File: config.mk
export PLATFORM = sky130hd
export DESIGN_NAME = dvi_pixel_feeder
export DESIGN_NICKNAME = d
export VERILOG_FILES = /design/src/rtl/dvi_pixel_feeder.sv
export SDC_FILE = /design/constraint.sdc
export NUM_CORES = 1
export LEC_CHECK = 0
export CAP_MARGIN = 20
export CORE_MARGIN = 1
export CORE_UTILIZATION = 52
export DETAILED_ROUTE_END_ITERATION = 10
export PLACE_DENSITY = 0.71
export SETUP_SLACK_MARGIN = 0.02
export SYNTH_ARGS = -nofsm -noshare
export SYNTH_HDL_FRONTEND = slang
export SYNTH_SLANG_ARGS = --single-unit
File: constraint.sdc
create_clock -name clock -period 3 [get_ports clock]
set_clock_uncertainty 0.1 [all_clocks]
set_input_delay 0.45 -clock clock [delete_from_list [all_inputs] [get_ports clock]]
set_output_delay 0.45 -clock clock [all_outputs]
set_load 0.01 [all_outputs]
File: src/rtl/dvi_pixel_feeder.sv
`default_nettype none
// ============================================================================
// Module   : dvi_pixel_feeder
// Brief    : Fetches frame-buffer words into a small FIFO and emits one PIX_W
//            slice per active clock to the DVI ODDR stage. Optional macro
//            FEEDER_PIXEL_DOUBLE_EN holds each slice for two active cycles.
// Revision : 1.0
// ============================================================================
module dvi_pixel_feeder #(
  parameter int WORD_W     = 64,
  parameter int PIX_W      = 32,
  parameter int FIFO_DEPTH = 4
) (
  input  logic                        clock,
  input  logic                        reset,
  input  logic                        enable,
  input  logic                        border,
  input  logic                        frame_start,
  output logic                        request,
  input  logic                        word_valid,
  input  logic [WORD_W-1:0]           word_data,
  output logic [PIX_W-1:0]            pix_data,
  output logic                        pix_valid,
  output logic                        underflow,
  output logic                        overflow,
  output logic [$clog2(FIFO_DEPTH):0] fifo_level
);

  localparam int SLICES = WORD_W / PIX_W;
  localparam int OFF_W  = $clog2(SLICES);
  localparam int PTR_W  = $clog2(FIFO_DEPTH);
  localparam int LVL_W  = PTR_W + 1;
  localparam logic [LVL_W-1:0] DEPTH_LVL = LVL_W'(FIFO_DEPTH);
  localparam logic [LVL_W:0]   DEPTH_SUM = (LVL_W+1)'(FIFO_DEPTH);
  localparam logic [OFF_W-1:0] LAST_OFF  = OFF_W'(SLICES - 1);

  logic [WORD_W-1:0] mem_q [FIFO_DEPTH];
  logic [WORD_W-1:0] mem_d [FIFO_DEPTH];
  logic [PTR_W-1:0]  wr_ptr_q, wr_ptr_d, rd_ptr_q, rd_ptr_d;
  logic [LVL_W-1:0]  level_q, level_d, pending_q, pending_d, discard_q, discard_d;
  logic [OFF_W-1:0]  offset_q, offset_d;
  logic [PIX_W-1:0]  pix_data_q, pix_data_d;
  logic              pix_valid_q, pix_valid_d;
  logic              underflow_q, underflow_d, overflow_q, overflow_d;
  logic              alive_q;

  logic [WORD_W-1:0] head_word;
  logic [PIX_W-1:0]  head_slice;
  logic [LVL_W:0]    in_use;
  logic              active, fifo_empty, fifo_full, push, pop, slice_done, ret_counted;

`ifdef FEEDER_PIXEL_DOUBLE_EN
  logic phase_q, phase_d;
  assign slice_done = phase_q;
`else
  assign slice_done = 1'b1;
`endif

  assign head_word   = mem_q[rd_ptr_q];
  assign fifo_empty  = (level_q == '0);
  assign fifo_full   = (level_q == DEPTH_LVL);
  assign active      = enable && !border && !frame_start;
  assign ret_counted = word_valid && (pending_q != '0);
  assign in_use      = {1'b0, level_q} + {1'b0, pending_q};

  // alive_q keeps request low for the first cycle out of reset
  assign request = alive_q && enable && !frame_start && (in_use < DEPTH_SUM);

  always_comb begin
    head_slice = '0;
    for (int s = 0; s < SLICES; s++) begin
      if (offset_q == OFF_W'(s)) head_slice = head_word[WORD_W-1-s*PIX_W -: PIX_W];
    end
  end

  always_comb begin
    mem_d       = mem_q;
    wr_ptr_d    = wr_ptr_q;
    rd_ptr_d    = rd_ptr_q;
    level_d     = level_q;
    pending_d   = pending_q;
    discard_d   = discard_q;
    offset_d    = offset_q;
    pix_data_d  = pix_data_q;
    pix_valid_d = 1'b0;
    underflow_d = underflow_q;
    overflow_d  = overflow_q;
    push        = 1'b0;
    pop         = 1'b0;
`ifdef FEEDER_PIXEL_DOUBLE_EN
    phase_d     = phase_q;
`endif

    if (request && !ret_counted)      pending_d = pending_q + LVL_W'(1);
    else if (!request && ret_counted) pending_d = pending_q - LVL_W'(1);

    if (frame_start) begin
      // Words already in flight belong to the old frame and must be dropped
      wr_ptr_d    = '0;
      rd_ptr_d    = '0;
      level_d     = '0;
      offset_d    = '0;
      underflow_d = 1'b0;
      overflow_d  = 1'b0;
      discard_d   = ret_counted ? pending_q - LVL_W'(1) : pending_q;
`ifdef FEEDER_PIXEL_DOUBLE_EN
      phase_d     = 1'b0;
`endif
    end else begin
      if (active) begin
        if (!fifo_empty) begin
          pix_data_d  = head_slice;
          pix_valid_d = 1'b1;
`ifdef FEEDER_PIXEL_DOUBLE_EN
          phase_d     = ~phase_q;
`endif
          if (slice_done) begin
            if (offset_q == LAST_OFF) begin
              offset_d = '0;
              pop      = 1'b1;
            end else begin
              offset_d = offset_q + OFF_W'(1);
            end
          end
        end else begin
          pix_data_d  = '0;
          underflow_d = 1'b1;
        end
      end

      if (word_valid) begin
        if (discard_q != '0)        discard_d  = discard_q - LVL_W'(1);
        else if (!fifo_full || pop) push       = 1'b1;
        else                        overflow_d = 1'b1;
      end

      if (pop) rd_ptr_d = rd_ptr_q + PTR_W'(1);
      if (push) begin
        mem_d[wr_ptr_q] = word_data;
        wr_ptr_d        = wr_ptr_q + PTR_W'(1);
      end
      if (push && !pop)      level_d = level_q + LVL_W'(1);
      else if (pop && !push) level_d = level_q - LVL_W'(1);
    end
  end

  always_ff @(posedge clock or negedge reset) begin
    if (!reset) begin
      for (int i = 0; i < FIFO_DEPTH; i++) mem_q[i] <= '0;
      wr_ptr_q    <= '0;
      rd_ptr_q    <= '0;
      level_q     <= '0;
      pending_q   <= '0;
      discard_q   <= '0;
      offset_q    <= '0;
      pix_data_q  <= '0;
      pix_valid_q <= 1'b0;
      underflow_q <= 1'b0;
      overflow_q  <= 1'b0;
      alive_q     <= 1'b0;
`ifdef FEEDER_PIXEL_DOUBLE_EN
      phase_q     <= 1'b0;
`endif
    end else begin
      mem_q       <= mem_d;
      wr_ptr_q    <= wr_ptr_d;
      rd_ptr_q    <= rd_ptr_d;
      level_q     <= level_d;
      pending_q   <= pending_d;
      discard_q   <= discard_d;
      offset_q    <= offset_d;
      pix_data_q  <= pix_data_d;
      pix_valid_q <= pix_valid_d;
      underflow_q <= underflow_d;
      overflow_q  <= overflow_d;
      alive_q     <= 1'b1;
`ifdef FEEDER_PIXEL_DOUBLE_EN
      phase_q     <= phase_d;
`endif
    end
  end

  assign pix_data   = pix_data_q;
  assign pix_valid  = pix_valid_q;
  assign underflow  = underflow_q;
  assign overflow   = overflow_q;
  assign fifo_level = level_q;

endmodule
`default_nettype wire
* Yosys cells after proc, flatten, opt, wreduce, memory -nomap -nowiden
Cells that the tools add are included.
** Word-level totals
- Bits in registers :: 306
- Input bits :: 70
- Output and inout bits :: 39
- Logic and storage cells :: 114
** Cells by class
- $add $sub $neg :: 9
- Magnitude comparators :: 4
- Equality and inequality tests :: 4
- Muxes and demuxes :: 43
- Bitwise logic cells :: 3
- Reduce and logical (&&, ||, !) cells :: 36
** Operators with widths (number)
- $bwmux 256 :: 1
- $mux 64 :: 3
- $bmux 64 s2 :: 1
- $demux 64 s2 :: 1
- $mux 32 :: 2
- $mux 3 :: 9
- $mux 1 :: 22
- $reduce_bool 2->1 :: 7
- $logic_and 1x1->1 :: 11
- $reduce_and 2->1 :: 5
- $reduce_bool 3->1 :: 3
- $sub 3x1->3 const B :: 3
- $mux 2 :: 4
- $logic_not 1->1 :: 7
- $add 3x1->3 const B :: 2
- $ge 3x3->1 const B :: 2
- $ne 2x2->1 const B :: 3
- $not 2->3 :: 2
- $add 2x1->2 const B :: 2
- $add 3x3->4 :: 1
- $lt 4x3->1 const B :: 1
- $eq 3x3->1 const B :: 1
- $logic_not 3->1 :: 1
- $lt 3x1->1 const B :: 1
- 4 further kinds :: 4

* Longest topological paths before layout
Gate-level depths: netlist of run 1.
- Word-level depth :: 15
- Gate-level depth with buffers :: 8
- Mapped depth without buffers :: 8

* Least setup slack after synthesis of run 1
No wires, ideal clock.
- Kind :: register to register
- From :: reg level_q[0] (netlist: fifo_level[0])
- To :: reg level_q[1] (netlist: fifo_level[1])
- Setup time :: 0.110 ns
- Data arrival time :: 2.080 ns
- Required time :: 2.790 ns
- Path slack :: 0.709 ns
- Stages on the path, launching flop included :: 7
- Path buffers :: 1
- Period minus slack after synthesis :: 2.291 ns
- Cells stage by stage :: dfrtp_1 -> clkbuf_1 -> nor2_1 -> nor2_1 -> a211oi_1 -> fa_1 -> o41ai_1
** On the way
- Longest elaborated chain between the ends :: 12
- Elaborated cells on any way between the ends :: 21
- Classes of those cells :: add/sub: 2; eq/ne: 1; mux: 10; reduce/logical: 8
** RTL lines
- from (decl) :: RTL line 40 : logic [LVL_W-1:0] level_q, level_d, pending_q, pending_d, discard_q, discard_d;
- from (signal assigned) :: RTL line 168 : level_q <= level_d;
- $logic_not 3->1 :: RTL line 60 : assign fifo_empty = (level_q == '0);
- $mux 1 :: RTL line 111 : if (!fifo_empty) begin
- $mux 1 :: RTL line 110 : if (active) begin
- $mux 1 :: RTL line 97 : if (frame_start) begin
- $logic_or 1x1->1 :: RTL line 133 : else if (!fifo_full || pop) push = 1'b1;
- $mux 1 :: RTL line 133
- $mux 1 :: RTL line 132 : if (discard_q != '0) discard_d = discard_q - LVL_W'(1);
- $mux 1 :: RTL line 131 : if (word_valid) begin
- $mux 1 :: RTL line 97
- $logic_and 1x1->1 / $logic_not 1->1 (equally long branches) :: RTL line 142, 143
- $mux 3 / $logic_and 1x1->1 (equally long branches) :: RTL line 142, 143
- $mux 3 / $reduce_bool 3->1 (equally long branches)
Parallel ways exist; a longest one is shown, timed or not. The select of a mux whose other input is x is not followed.
A chain may end at the register's enable or synchronous reset.

* Final worst setup path of run 1
- From :: reg level_q[2] (netlist: fifo_level[2])
- To :: out request
** On the way
- Longest elaborated chain between the ends :: 3
** RTL lines
- $add 3x3->4 :: RTL line 64 : assign in_use = {1'b0, level_q} + {1'b0, pending_q};
- $lt 4x3->1 :: RTL line 67 : assign request = alive_q && enable && !frame_start && (in_use < DEPTH_SUM);
- $logic_and 1x1->1 :: RTL line 67
- to (decl) :: RTL line 19 : output logic request,
No other way between the ends.

==> metrics, run 1 <==
status=finished clean; drt first pass iters=4; full die area=0.0270 sq mm; CP required=2.45 ns; clk_lat worst skew=0.51 ns; Placed Instances=1276; Die Wd=164 um; Final #Nets=1062; CP max FO=2; Rows=59; WL final=28.6 mm; fillers=1914; initial antenna violation count=0; count of input and output buffers=108; setup violators final=0; worst-margin pin slew=1.12 ns; H-tree levels=2; vias in the first global route=8330; largest net degree at the start of global routing=83; clk buf depth=3; initial cell density of the core=52.8%; Mapped Cells=859; die height=164 um; via count=7781; routed vias/inst=5.81; DP Wirelength=16.9 mm; prevailing post-synth register cell=dfrtp_1; gpl congestion=0.781; ANT nets after route=0; final hold slack=0.305 ns; total CTS buffers=35; CTS root buf=clkbuf_16; first-pass GRT wire length=46.0 mm; diode count=0; RSZ-0062 raised after global routing=false; startpoint type of the worst setup path=flip-flop; Post-synth EDFFs=0; critical-path cell list=ha_1, nor2_1, nand3_1, nor4_4, clkdlybuf4s50_1; Synth Register Bits=306; Tightest Hold Check Type=in2async; pre-CTS setup slack=0.148 ns; Slew headroom=25.5%; Avg Inst Size Synth=15.9 sq um; GR Util met2=37.5%; Slowest cell on crit path=clkdlybuf4s50_1; Yosys Warn Count=0; worst path buffer plus inverter count=1; DRC viols=0; Lkg Pwr=7.67 nW; Ports=109; final setup TNS=0 ns; total of max-cap violations=0; Final Worst Setup Slack=0.171 ns; Critical Path End Type=output pin; GR Util met3=4.09%; gr ovfl total=0; Fmax=353 MHz; Cell variety after synth=44; Crit path max-delay family=buffers and inverters; Hold Fails Final Rpt=0; mapped cell area=0.0137 sq mm; CTS tree=done; slowest stage delay, CP=0.58 ns; Worst Path Arrival=2.28 ns; commonest non-fill, non-tap cells in the layout=dfrtp_1, mux2_2, clkdlybuf4s50_1; post-synthesis sequential area ratio=56.0%; Total GRT Usage=22.2%; Syn Nets=942; Tmin final=2.83 ns; Iteration-0 DRC Markers=365; worst IR drop on VDD=552 uV; Layout area overhead=20.3%; area of the core=0.0259 sq mm; Layout Cells excl Fill=1340; share of cells above drive strength 1=42.3%; GR Layer Usage met1=29.6%; critical path class=reg2out; post-CTS setup buffers=0; busiest layer in global routing=met2; wire per inst=21.4 um; fraction of registers with async set/reset=100%; fin. max-slew vios=0; Clock Pin Slew Worst Setup and Hold Paths=0.06 ns; Clock Sink Count=306; Final period util=94.3%; leading cell type in the layout, fill and taps excluded=dfrtp_1; PwrDens=763 mW/mm^2
## Yosys cell counts (2+ instances only)
cell type,instances,area share [%]
a211oi_1,3,0.16
a21oi_1,5,0.18
a221o_1,32,2.3
a31oi_1,3,0.14
buf_2,6,0.22
buf_6,24,2.0
clkbuf_1,24,0.66
dfrtp_1,306,56
ha_1,12,1.1
inv_1,11,0.30
mux2_2,258,21
mux2i_1,4,0.29
mux4_2,64,11
nand2_1,6,0.16
nand2_2,4,0.18
nand2b_1,2,0.091
nand3_1,5,0.18
nor2_1,17,0.47
nor2b_1,35,1.6
nor3_1,6,0.22
nor4_1,2,0.091
o21ai_0,3,0.11
or3b_2,2,0.13
xnor2_1,3,0.19
xor2_1,3,0.19
## sequential cells by signal, summed over array words and instances, names as in the netlist, 2 cells and up
name	cells
fifo_level	3
wr_ptr_q	2
discard_q	3
rd_ptr_q	2
pix_data	32
mem_q	256
pending_q	3
## layout make-up
type	count	area (sq um)	area share, %
inverter	11	41.3	0.251
clock inverter	13	135	0.821
multi-input combinational	487	5650	34.3
timing repair buffer	138	1490	9.05
clock buffer	50	1060	6.46
sequential	306	7660	46.6
tap	335	419	2.55
## final timing paths
kind / slack [ns] / cells after the start / startpoint / end
max in group asynchronous: 1.76 / 3 / reset / mem_q[11]
min in group clock: 0.40 / 1 / mem_q[33] / mem_q[33]
setup reg to reg: 0.66 / 7 / discard_q[0] / fifo_level[1]
hold reg to reg: 0.40 / 1 / mem_q[33] / mem_q[33]
setup / recovery: 0.17 / 5 / fifo_level[2] / request
hold / removal: 0.30 / 2 / reset / overflow
## through the flow
stage | utilization [%] | power [mW] | area [sq um]
finish | 63.5 | 12.6 | 16500
global route | 63.5 | 13.2 | 16500
CTS | 63.5 | 12.7 | 16400
detailed placement | 58.8 | 8.32 | 15200
global placement | 58.8 | 8.20 | 15200
floorplan | - | 7.41 | 13700
## where the power goes
group	switching [mW]	total (mW)	leakage (nW)	internal, mW
logic	0.961	2.61	2.96	1.65
registers	0.516	5.64	4.12	5.12
clock network	1.66	4.31	0.594	2.65
total	3.14	12.6	7.67	9.42
## cell families (layout without fill, tap and decap cells)
logic type | count (synthesis) | after routing | share of synthesized area [%]
compound gates | 54 | 54 | 3.55
other cells | 1 | 1 | 0.0274
flops | 306 | 306 | 56.0
buf+inv | 66 | 212 | 3.18
fa+ha+maj | 13 | 13 | 1.24
xor+xnor | 6 | 6 | 0.384
simple gates | 87 | 87 | 3.59
mux | 326 | 326 | 32.1
## layer usage
layer,part of all wire (%),vias to the layer above,wire length (um)
li1,-,3466,-
met1,44,4125,12600
met2,50,146,14200
met3,4.4,44,1260
met4,1.9,0,558
met5,0,-,0
## what timing repair did
action                                 in CTS  in global routing
setup endpoints to repair                   1                  1
endpoints found under the hold margin      27                  0
hold buffers                                1                  0
resized for setup                           1                  1
No activity file was read; power rests on OpenSTA's default activity.
==> inputs of run 2 (changes only) <==
CAP_MARGIN = default   (was 20)
GPL_TIMING_DRIVEN = 0   (was default)
==> metrics, run 2 (synthesis results as in run 1) <==
status=finished clean; Largest Register=mem_q; Total GRT Usage=23.0%; critical path class=in2reg; ANT nets after route=0; end of the worst register-to-register path=mem_q[104]; Pwr Total=12.2 mW; Worst Path Arrival=2.90 ns; initial cell density of the core=52.8%; commonest non-fill, non-tap cells in the layout=dfrtp_1, mux2_2, clkdlybuf4s50_1; Hold Fails Final Rpt=0; CP required=3.34 ns; Final Worst Setup Slack=0.434 ns; clk_lat worst skew=0.51 ns; Rows=59; Clock Pin Slew Worst Setup and Hold Paths=0.06 ns; initial antenna violation count=3; gpl congestion=0.764; worst IR drop on VDD=547 uV; Die Wd=164 um; CTS tree=done; routed vias/inst=5.76; startpoint type of the worst setup path=input port; placed cell areas=0.0153 sq mm; via count=7876; total of max-cap violations=0; Slew headroom=22.8%; Layout area overhead=19.7%; area of the multi-input gates=0.00561 sq mm; pre-CTS setup slack=-0.403 ns; Clock Sink Count=306; CP max FO=10; Ports=109; max reg flops=256; Iteration-0 DRC Markers=389; final setup TNS=0 ns; R2R depth=7; post-CTS setup buffers=0; worst-margin pin slew=1.14 ns; Tmin final=2.57 ns; DRC viols=0; vias in the first global route=8328; Final Cell Area=0.0164 sq mm; total CTS buffers=35; Final #Nets=1091; register cell area after layout=0.00766 sq mm; count of input and output buffers=108; fin. max-slew vios=0; first-pass GRT wire length=46.9 mm; drt first pass iters=4; WL final=29.2 mm; largest net degree at the start of global routing=93; wire per inst=21.3 um; Fmax=390 MHz; full die area=0.0270 sq mm; clk buf depth=3; Tightest Hold Check Type=in2async; H-tree levels=2; flop2flop setup slack=0.44 ns; RSZ-0062 raised after global routing=false; FF-to-FF Start=discard_q[0]; die height=164 um; PwrDens=746 mW/mm^2; Critical Path End Type=flip-flop; DP Wirelength=19.2 mm; gr ovfl total=0; fillers=1909; area of the core=0.0259 sq mm; Lkg Pwr=7.63 nW; Final period util=85.5%; setup violators final=0; CTS root buf=clkbuf_16; share of cells above drive strength 1=40.8%; leading cell type in the layout, fill and taps excluded=dfrtp_1
[run 2: cell count changes in the layout (fill, tap and decap cells not counted), moves of 2 or more]
cell       delta
clkbuf_8      -4
buf_6        +24
nand2_2       +4
buf_4        -15
bufinv_16     -2
dfrtp_1       +2
diode_2       +2
buf_2         +7
buf_12       -14
nand2_4       -4
buf_16        +3
clkbuf_1     +26
[run 2: cell type report]
| type | count | share of cell area, % |
|---|---|---|
| clock buffers | 49 | 6.10 |
| well taps | 335 | 2.56 |
| diodes | 2 | 0.0306 |
| flip-flops and latches | 306 | 46.8 |
| inverters | 11 | 0.252 |
| clock inverters | 10 | 0.367 |
| repair buffers | 112 | 7.21 |
| plain buffers | 55 | 2.45 |
| multi-input cells | 487 | 34.3 |
[run 2: where the power goes]
| part | leakage (nW) | internal (mW) | total [mW] | switching (mW) |
|---|---|---|---|---|
| Sequential | 4.12 | 5.12 | 5.64 | 0.519 |
| Combinational | 2.98 | 1.65 | 2.63 | 0.973 |
| Clock | 0.526 | 2.32 | 3.95 | 1.63 |
[run 2: worst max-delay path by stage]
stage / start / end / slack, ns / depth (start not counted)
2_1_floorplan: fifo_level[0] / fifo_level[1] / 0.71 / 6
3_3_place_gp: reset / mem_q[51] / -12.08 / 1
3_5_place_dp: frame_start / pix_data[20] / -0.40 / 7
4_1_cts: frame_start / request / 0.05 / 5
5_1_grt: discard_q[0] / mem_q[105] / 0.24 / 7
6_report: frame_start / pix_data[19] / 0.43 / 6
[run 2: through the flow]
step                      utilization, %  hold WS, ns  instances
after floorplan                        -       0.0544        859
after global placement              58.6        0.381       1302
after detailed placement            58.9        0.322       1305
after CTS                           63.2        0.402       1365
after global routing                63.2        0.404       1366
final                               63.2        0.391       1367
[run 2: worst max-delay path: stages]
cell and delay [ns]:
clkdlybuf4s50_1 0.54, nand4bb_1 0.23, clkbuf_1 0.22, nor2_1 0.51, clkbuf_1 0.67, a221o_1 0.28
[run 2: routing by layer]
| layer | share of wire [%] | vias to the layer above | track usage [%] |
|---|---|---|---|
| met2 | 48 | 158 | 36.7 |
| met1 | 45 | 4153 | 32.4 |
| met3 | 4.4 | 47 | 3.86 |
| li1 | - | 3516 | - |
| met4 | 2.4 | 2 | 6.99 |
| met5 | 0.051 | - | 0 |
[run 2: repair_timing]
action | 4_1_cts | 5_1_grt
pin swaps | 0 | 0
hold buffers | 1 | 0
gates resized for setup | 6 | 4
endpoints found under the hold margin | 63 | 0
setup endpoints to repair | 21 | 2
==> inputs of run 3 (changes only) <==
CAP_MARGIN = 30   (was default)
GPL_ROUTABILITY_DRIVEN = 0   (was default)
==> metrics, run 3 (synthesis results as in run 1) <==
sw power=3.16 mW; switching power share of the total=25.0%; Tmin final=2.80 ns; Tightest Hold Check Type=in2async; CTS tree=done; clk buf depth=3; initial antenna violation count=2; RSZ-0062 raised after global routing=false; worst-margin pin slew=0.940 ns; final hold slack=0.399 ns; sequential power share=44.8%; worst IR drop on VDD=567 uV; area of the core=0.0259 sq mm; setup violators final=0; via count=7916; Die Wd=164 um; DP Wirelength=19.3 mm; Layout area overhead=20.7%; ANT nets after route=0; Rows=59; FF-to-FF Start=rd_ptr_q[0]; wire per inst=21.8 um; critical path class=reg2reg; flop2flop setup slack=0.20 ns; CP required=3.28 ns; clock power share=34.3%; cell internal pwr=9.46 mW; gr ovfl total=0; Placed Instances=1307; Layout Cells excl Fill=1372; initial cell density of the core=52.8%; Slew headroom=36.5%; Largest Register=mem_q; final core utilization=63.7%; end of the worst register-to-register path=pix_data[30]; max reg flops=256; Final period util=93.2%; first-pass GRT wire length=47.5 mm; vias in the first global route=8354; count of input and output buffers=108; Clock Sink Count=306; Ports=109; fin. max-slew vios=0; die height=164 um; Clock Pin Slew Worst Setup and Hold Paths=0.06 ns; Iteration-0 DRC Markers=378; CTS root buf=clkbuf_16; status=finished clean; Critical Path End Type=flip-flop; clk_lat worst skew=0.51 ns; Fmax=358 MHz; CP max FO=10; total CTS buffers=35; Lkg Pwr=7.69 nW; Logic pwr share=20.9%; full die area=0.0270 sq mm; DRC viols=0; routed vias/inst=5.77; Total GRT Usage=23.3%; total of max-cap violations=0; Hold Fails Final Rpt=0; Final #Nets=1094; R2R depth=5; startpoint type of the worst setup path=flip-flop; share of cells above drive strength 1=40.8%; PwrDens=764 mW/mm^2; WL final=29.9 mm; commonest non-fill, non-tap cells in the layout=dfrtp_1, mux2_2, clkdlybuf4s50_1; leading cell type in the layout, fill and taps excluded=dfrtp_1; Worst Path Arrival=3.08 ns; largest net degree at the start of global routing=93; H-tree levels=2; drt first pass iters=4
run 3: power groups by stage:
stage / Combinational [mW] / Clock (mW) / Sequential, mW
5_1_grt: 2.88 / 4.57 / 5.78
6_report: 2.64 / 4.32 / 5.65
3_3_place_gp: 2.56 / 0 / 5.68
2_1_floorplan: 1.84 / 0 / 5.57
3_5_place_dp: 2.65 / 0 / 5.70
4_1_cts: 2.67 / 4.41 / 5.65
run 3: final cells by class:
class	instances	area (sq um)
Sequential cell	306	7660
Fill cell	1905	9400
Tap cell	335	419
Clock inverter	14	201
Inverter	11	41.3
Timing Repair Buffer	115	1220
Antenna cell	2	5.00
Clock buffer	47	961
Buffer	55	405
Multi-Input combinational cell	487	5610
run 3: metal layers:
| layer | vias to the layer above | wire, um | global-route usage (%) |
|---|---|---|---|
| met2 | 156 | 14700 | 37.9 |
| met1 | 4178 | 13300 | 32.4 |
| met3 | 53 | 1220 | 3.86 |
| met4 | 2 | 708 | 6.90 |
| met5 | - | 17 | 0 |
| li1 | 3527 | - | - |
run 3: how the worst max path moves through the flow:
| stage | start | to | slack (ns) | depth (start not counted) |
|---|---|---|---|---|
| after global routing | rd_ptr_q[0] | pix_data[30] | 0.02 | 5 |
| final | rd_ptr_q[0] | pix_data[30] | 0.20 | 5 |
| after floorplan | fifo_level[0] | fifo_level[1] | 0.71 | 6 |
| after detailed placement | frame_start | request | -0.21 | 5 |
| after global placement | reset | mem_q[51] | -12.08 | 1 |
| after CTS | frame_start | request | 0.07 | 5 |
run 3: through the flow:
stage / setup TNS, ns / setup slack [ns] / area, sq um / total power [mW]
floorplan: 0 / 0.709 / 13700 / 7.41
finish: 0 / 0.205 / 16500 / 12.6
global placement: -3693.92 / -12.08 / 15200 / 8.24
CTS: 0 / 0.0663 / 16500 / 12.7
global route: 0 / 0.0220 / 16500 / 13.2
detailed placement: -0.663 / -0.213 / 15300 / 8.35
run 3: critical path, cell delays in order, from the launching register on:
cell	delay, ns
dfrtp_1	0.32
clkbuf_1	0.22
buf_2	0.37
clkdlybuf4s15_1	0.71
mux4_2	0.63
a221o_1	0.31
run 3: repair_timing:
action / in CTS / in global routing
buffers inserted: 0 / 0
resized for setup: 5 / 2
gates cloned: 0 / 0
hold buffers: 1 / 0
endpoints found under the setup margin: 1 / 2
endpoints found under the hold margin: 63 / 0
pin swaps: 0 / 0
